### config.mk
export PLATFORM = sky130hd
export DESIGN_NAME = folded_history_tracker
export DESIGN_NICKNAME = d
export VERILOG_FILES = /design/src/rtl/folded_history_tracker_pkg.sv /design/src/rtl/folded_history_tracker_fold.sv /design/src/rtl/folded_history_tracker.sv
export SDC_FILE = /design/constraint.sdc
export NUM_CORES = 1
export LEC_CHECK = 0
export ABC_AREA = 1
export ABC_CLOCK_PERIOD_IN_PS = 3700
export CAP_MARGIN = 40
export CORE_MARGIN = 2
export CORE_UTILIZATION = 45
export DETAILED_ROUTE_END_ITERATION = 10
export GPL_TIMING_DRIVEN = 0
export PLACE_DENSITY = 0.76
export SLEW_MARGIN = 5
export SYNTH_ARGS = -nofsm -noshare
export SYNTH_HDL_FRONTEND = slang
export SYNTH_SLANG_ARGS = --single-unit
### constraint.sdc
create_clock -name clk -period 3.7 [get_ports clk]
set_input_delay 0.74 -clock clk [delete_from_list [all_inputs] [get_ports clk]]
set_output_delay 0.74 -clock clk [all_outputs]
set_load 0.01 [all_outputs]
### src/rtl/folded_history_tracker_pkg.sv
// Shared branch-predictor definitions: tracker FSM states and per-channel history lengths.
package folded_history_tracker_pkg;

  typedef enum logic [0:0] {
    StIdle   = 1'b0,
    StRecomp = 1'b1
  } fht_state_e;

  // Channel c folds the newest (ghr_len >> (num_ch-1-c)) history bits.
  function automatic int unsigned chan_len(input int unsigned ghr_len,
                                           input int unsigned num_ch,
                                           input int unsigned c);
    return ghr_len >> (num_ch - 1 - c);
  endfunction

endpackage

### src/rtl/folded_history_tracker_fold.sv
// Combinational fold: XOR of all OUT_LENGTH-bit chunks of the input, top chunk zero-padded.
module history_fold #(
  parameter int unsigned IN_LENGTH  = 64,
  parameter int unsigned OUT_LENGTH = 8
) (
  input  logic [IN_LENGTH-1:0]  data_i,
  output logic [OUT_LENGTH-1:0] fold_o
);

  always_comb begin
    fold_o = '0;
    for (int unsigned i = 0; i < IN_LENGTH; i++) begin
      fold_o[i % OUT_LENGTH] = fold_o[i % OUT_LENGTH] ^ data_i[i];
    end
  end

endmodule

### src/rtl/folded_history_tracker.sv
// Global history register with incrementally maintained folded copies and
// sequential full recompute after a checkpoint restore.
module folded_history_tracker
  import folded_history_tracker_pkg::*;
#(
  parameter int unsigned GHR_LENGTH   = 64,
  parameter int unsigned FOLD_LENGTH  = 8,
  parameter int unsigned NUM_CHANNELS = 4
) (
  input  logic                                clk,
  input  logic                                rst_n,
  input  logic                                update_valid_i,
  input  logic                                update_taken_i,
  input  logic                                restore_valid_i,
  input  logic [GHR_LENGTH-1:0]               restore_ghr_i,
  output logic                                ready_o,
  output logic [GHR_LENGTH-1:0]               ghr_o,
  output logic [NUM_CHANNELS*FOLD_LENGTH-1:0] fold_o
);

  localparam int unsigned IdxW = (NUM_CHANNELS > 1) ? $clog2(NUM_CHANNELS) : 1;

  if ((NUM_CHANNELS < 1) || (FOLD_LENGTH < 1) ||
      ((GHR_LENGTH % (2 ** (NUM_CHANNELS - 1))) != 0) ||
      ((GHR_LENGTH >> (NUM_CHANNELS - 1)) < FOLD_LENGTH)) begin : gen_param_err
    $error("folded_history_tracker: illegal GHR_LENGTH/FOLD_LENGTH/NUM_CHANNELS combination");
  end

  logic [GHR_LENGTH-1:0]               ghr_q;
  logic [NUM_CHANNELS*FOLD_LENGTH-1:0] fold_q;
  logic [NUM_CHANNELS*FOLD_LENGTH-1:0] fold_inc;
  fht_state_e                          state_q;
  logic [IdxW-1:0]                     idx_q;
  logic                                ready_q;
  logic [GHR_LENGTH-1:0]               fold_src;
  logic [FOLD_LENGTH-1:0]              fold_full;

  // Present only the indexed channel's history span to the shared folder.
  always_comb begin
    fold_src = '0;
    for (int unsigned c = 0; c < NUM_CHANNELS; c++) begin
      if (idx_q == IdxW'(c)) begin
        for (int unsigned b = 0; b < GHR_LENGTH; b++) begin
          if (b < chan_len(GHR_LENGTH, NUM_CHANNELS, c)) begin
            fold_src[b] = ghr_q[b];
          end
        end
      end
    end
  end

  history_fold #(
    .IN_LENGTH  (GHR_LENGTH),
    .OUT_LENGTH (FOLD_LENGTH)
  ) u_history_fold (
    .data_i (fold_src),
    .fold_o (fold_full)
  );

  // Incremental update: shifting the history rotates every chunk position by one;
  // the new bit enters at position 0 and the bit leaving the window is cancelled.
  always_comb begin : p_fold_inc
    logic [FOLD_LENGTH-1:0] old_f;
    logic [FOLD_LENGTH-1:0] new_f;
    int unsigned            len;
    fold_inc = '0;
    for (int unsigned c = 0; c < NUM_CHANNELS; c++) begin
      len   = chan_len(GHR_LENGTH, NUM_CHANNELS, c);
      old_f = fold_q[c*FOLD_LENGTH +: FOLD_LENGTH];
      new_f = '0;
      for (int unsigned i = 0; i < FOLD_LENGTH; i++) begin
        new_f[(i + 1) % FOLD_LENGTH] = old_f[i];
      end
      new_f[0]                 = new_f[0] ^ update_taken_i;
      new_f[len % FOLD_LENGTH] = new_f[len % FOLD_LENGTH] ^ ghr_q[len - 1];
      fold_inc[c*FOLD_LENGTH +: FOLD_LENGTH] = new_f;
    end
  end

  always_ff @(posedge clk or negedge rst_n) begin
    if (!rst_n) begin
      ghr_q   <= '0;
      fold_q  <= '0;
      state_q <= StIdle;
      idx_q   <= '0;
      ready_q <= 1'b1;
    end else if (restore_valid_i) begin
      // Restore wins over any concurrent update and restarts recompute from channel 0.
      ghr_q   <= restore_ghr_i;
      state_q <= StRecomp;
      idx_q   <= '0;
      ready_q <= 1'b0;
    end else begin
      unique case (state_q)
        StIdle: begin
          if (update_valid_i) begin
            ghr_q  <= {ghr_q[GHR_LENGTH-2:0], update_taken_i};
            fold_q <= fold_inc;
          end
        end
        StRecomp: begin
          for (int unsigned c = 0; c < NUM_CHANNELS; c++) begin
            if (idx_q == IdxW'(c)) begin
              fold_q[c*FOLD_LENGTH +: FOLD_LENGTH] <= fold_full;
            end
          end
          if (idx_q == IdxW'(NUM_CHANNELS - 1)) begin
            state_q <= StIdle;
            idx_q   <= '0;
            ready_q <= 1'b1;
          end else begin
            idx_q <= idx_q + IdxW'(1);
          end
        end
        default: begin
          state_q <= StIdle;
          idx_q   <= '0;
          ready_q <= 1'b1;
        end
      endcase
    end
  end

  assign ready_o = ready_q;
  assign ghr_o   = ghr_q;
  assign fold_o  = fold_q;

endmodule

==> summary.txt <==
Clock tree
  • Post-CTS Setup Inserts: 0
  • Maximum clock path buffer count: 2
  • Post-CTS Hold Buffers: 0
  • H-Tree Depth: 3
  • Post-CTS Resized: 0
  • CTS tree: yes
  • TritonCTS Sinks: 100
  • Root Driver: clkbuf_16
  • Worst skew pair latency: approximately 0.35 ns
  • Reg clk slew, reported paths: 0.06 ns
  • Inserted Clock Buffers: 9

Worst setup path
  • R2r setup slk: about 1.6 ns
  • CP arrival: 2.57 ns
  • Crit-path max FO: 10
  • Setup crit end kind: flop
  • Critical Path RT: about 4.0 ns
  • Setup crit start kind: input port
  • Crit Path Category: in2reg

Die
  • Starting density of the core: 0.4573
  • Die Area: about 0.014 mm^2
  • Core footprint: 0.01257 mm^2
  • DIE HEIGHT: 117.0 um
  • Io pins: 166
  • Die W: 117.0 um
  • Row cnt: between 40 and 50

Run
  • Max Cap Viol: 0

STA
  • Max Fclk: 0.4299 GHz
  • Share of the clock period used by the worst path: 0.6287
  • Skew final: 0.007970 ns
  • Unrepaired setup endpoints after global routing: no
  • Max Transition Viols Final: 0
  • Fin. Hold Viols: 0
  • Final setup fails: 0
  • Final Critical Period: 2.326 ns
  • Max transition margin: 0.5936
  • Least-Margin Pin Slew: 0.6096 ns

Synthesis
  • Top post-synthesis cells by area: dfrtp_1 (43%), nand2_1 (14%), inv_1 (7.5%)
  • Top_reg_cell synth: dfrtp_1
  • Mean Syn Cell Area: 7.514 um^2
  • Mapped Area: 0.005748 mm^2
  • Compound-gate portion of the synthesized area: 0.1809
  • Leading area contributor after synthesis: dfrtp_1
  • Synth async-reset ratio: 1.000
  • Mapped Cells: 765
  • Syn nets: about 840
  • Post-Synth Adder-Cell Area: 0.01088
  • Most common cell in the synthesized netlist: nand2_1
  • EDFF count, synth: 0
  • Synth top cells by count: nand2_1 (211), inv_1 (115), dfrtp_1 (99)
  • Top cell type's share of synthesized area: 0.4310
  • Ys Warns: 0
  • Register area share after synthesis: 0.4356
  • XOR/XNOR Fraction of Synth Area: 0.01067
  • Synth Register Bits: 100
  • Synth unique cells: 31
  • Mux cell area share after synthesis: 0
  • Largest family of logic cells by synthesized area: simple AND/OR/NAND/NOR gates
  • Simple-gate share of the synthesized area: 0.2566

Global route
  • Vias in the first global route: 5601
  • Pin count of the biggest net entering global routing: 56
  • Initial antenna violation count: 0
  • Grt ovf: 0
  • Total GRT Usage: 0.2808
  • First-pass GRT wire length: 29130 um

Placement
  • I/O Buffers: ~160
  • RD Place Congestion: 0.8979
  • Dpl cells: 1101
  • Cell area after placement: around 0.0076 mm^2
  • Detail Placement HPWL: 14180 um

Pwr
  • P_leak: 3.802 nW
  • PD cells: 550.2 mW/mm^2
  • VDD IR-drop max: 0.2421 mV

Layout
  • # fillers: 1102
  • Final #Nets: 1014
  • Layout area overhead: 37.88%
  • Diode count: 0
  • Share of cells above drive strength 1: 0.07302
  • Fin area: 0.007925 mm^2
  • Post-route non-filler standard cell count: 1117

Worst hold path
  • Hold Crit Class: in2async

Route
  • Vias: 5967
  • Post-route ant nets: 0
  • 1st-pass router iterations: 5
  • Initial DRC count: a little over 500
  • Detailed-route DRC error count: 0
  • Vias/cell: 5.342
  • Avg WL per Cell: 16.67 um
  • Total detailed-routing wirelength: 18620 um

Status
  • Status: completed
==> critical path: stages <==
cell             delay [ns]
clkdlybuf4s50_1        0.48
inv_1                  0.05
nor2_2                 0.21
inv_2                  0.15
nor2_4                 0.27
inv_2                  0.12
clkbuf_1               0.29
o221ai_1               0.26
==> power by group <==
group	switching, mW	internal [mW]	total [mW]
combinational	0.899	0.847	1.75
clock	0.413	0.594	1.01
sequential	0.255	1.35	1.61
total	1.57	2.79	4.36
==> routing by layer <==
metal  up-vias  global-route usage  wire [um]
li1       2841                   -          -
met1      2790              0.3823       7836
met2       287              0.4497       8718
met3        49             0.05201       1460
met4         0              0.1043        606
met5         -                   0          0
==> through the flow <==
stage               setup TNS [ns]  power, mW  worst slack (ns)    util  hold slack (ns)
floorplan                        0      2.467             1.941       -           0.4444
global placement           -197.27      3.313            -1.989  0.6043           0.4858
detailed placement               0      3.359             1.043  0.6063           0.4891
CTS                              0      4.355             1.392  0.6306           0.4275
global route                     0      4.633             1.298  0.6306           0.4579
finish                           0      4.360             1.374  0.6306           0.3999
==> layout by cell type (no fill, tap or decap), drive strengths merged, types with 18 or more instances in the layout <==
cell	n
buf	18
inv	122
o21ai	26
nor2	55
clkdlybuf4s50	162
a21oi	84
clkbuf	25
o221ai	45
nand2	215
nand3	44
dfrtp	99
==> layout make-up <==
type | count | area, um^2 | share of cell area
Clock buffer | 13 | 240.2 | 0.03031
Multi-Input combinational cell | 514 | 2639 | 0.3330
Tap cell | 172 | 215.2 | 0.02715
Timing Repair Buffer | 164 | 1657 | 0.2090
Clock inverter | 3 | 65.06 | 0.008210
Inverter | 123 | 461.7 | 0.05826
Sequential cell | 100 | 2504 | 0.3159
Buffer | 28 | 143.9 | 0.01816
==> registers in the layout (all words and copies together), names as in the netlist <==
register and count:
state_q 1, idx_q 2, ghr_o 64, fold_o 32, ready_o 1
==> cells by family after synthesis <==
logic type | Yosys count
AND/OR/NAND/NOR | 339
AO/OA/AOI/OAI | 163
buffers and inverters | 151
flip-flops | 100
XOR/XNOR | 7
adder cells (fa/ha/maj) | 5
==> final timing paths <==
check | start | end | cells after the start
max | update_valid_i | ghr_o[58] | 8
min | rst_n | ghr_o[56] | 1
max reg2reg | idx_q[1] | fold_o[26] | 10
min reg2reg | ready_o | ready_o | 2
max in group asynchronous | rst_n | ghr_o[15] | 2
min in group clk | ready_o | ready_o | 2
No activity file was read; power rests on OpenSTA's default activity.
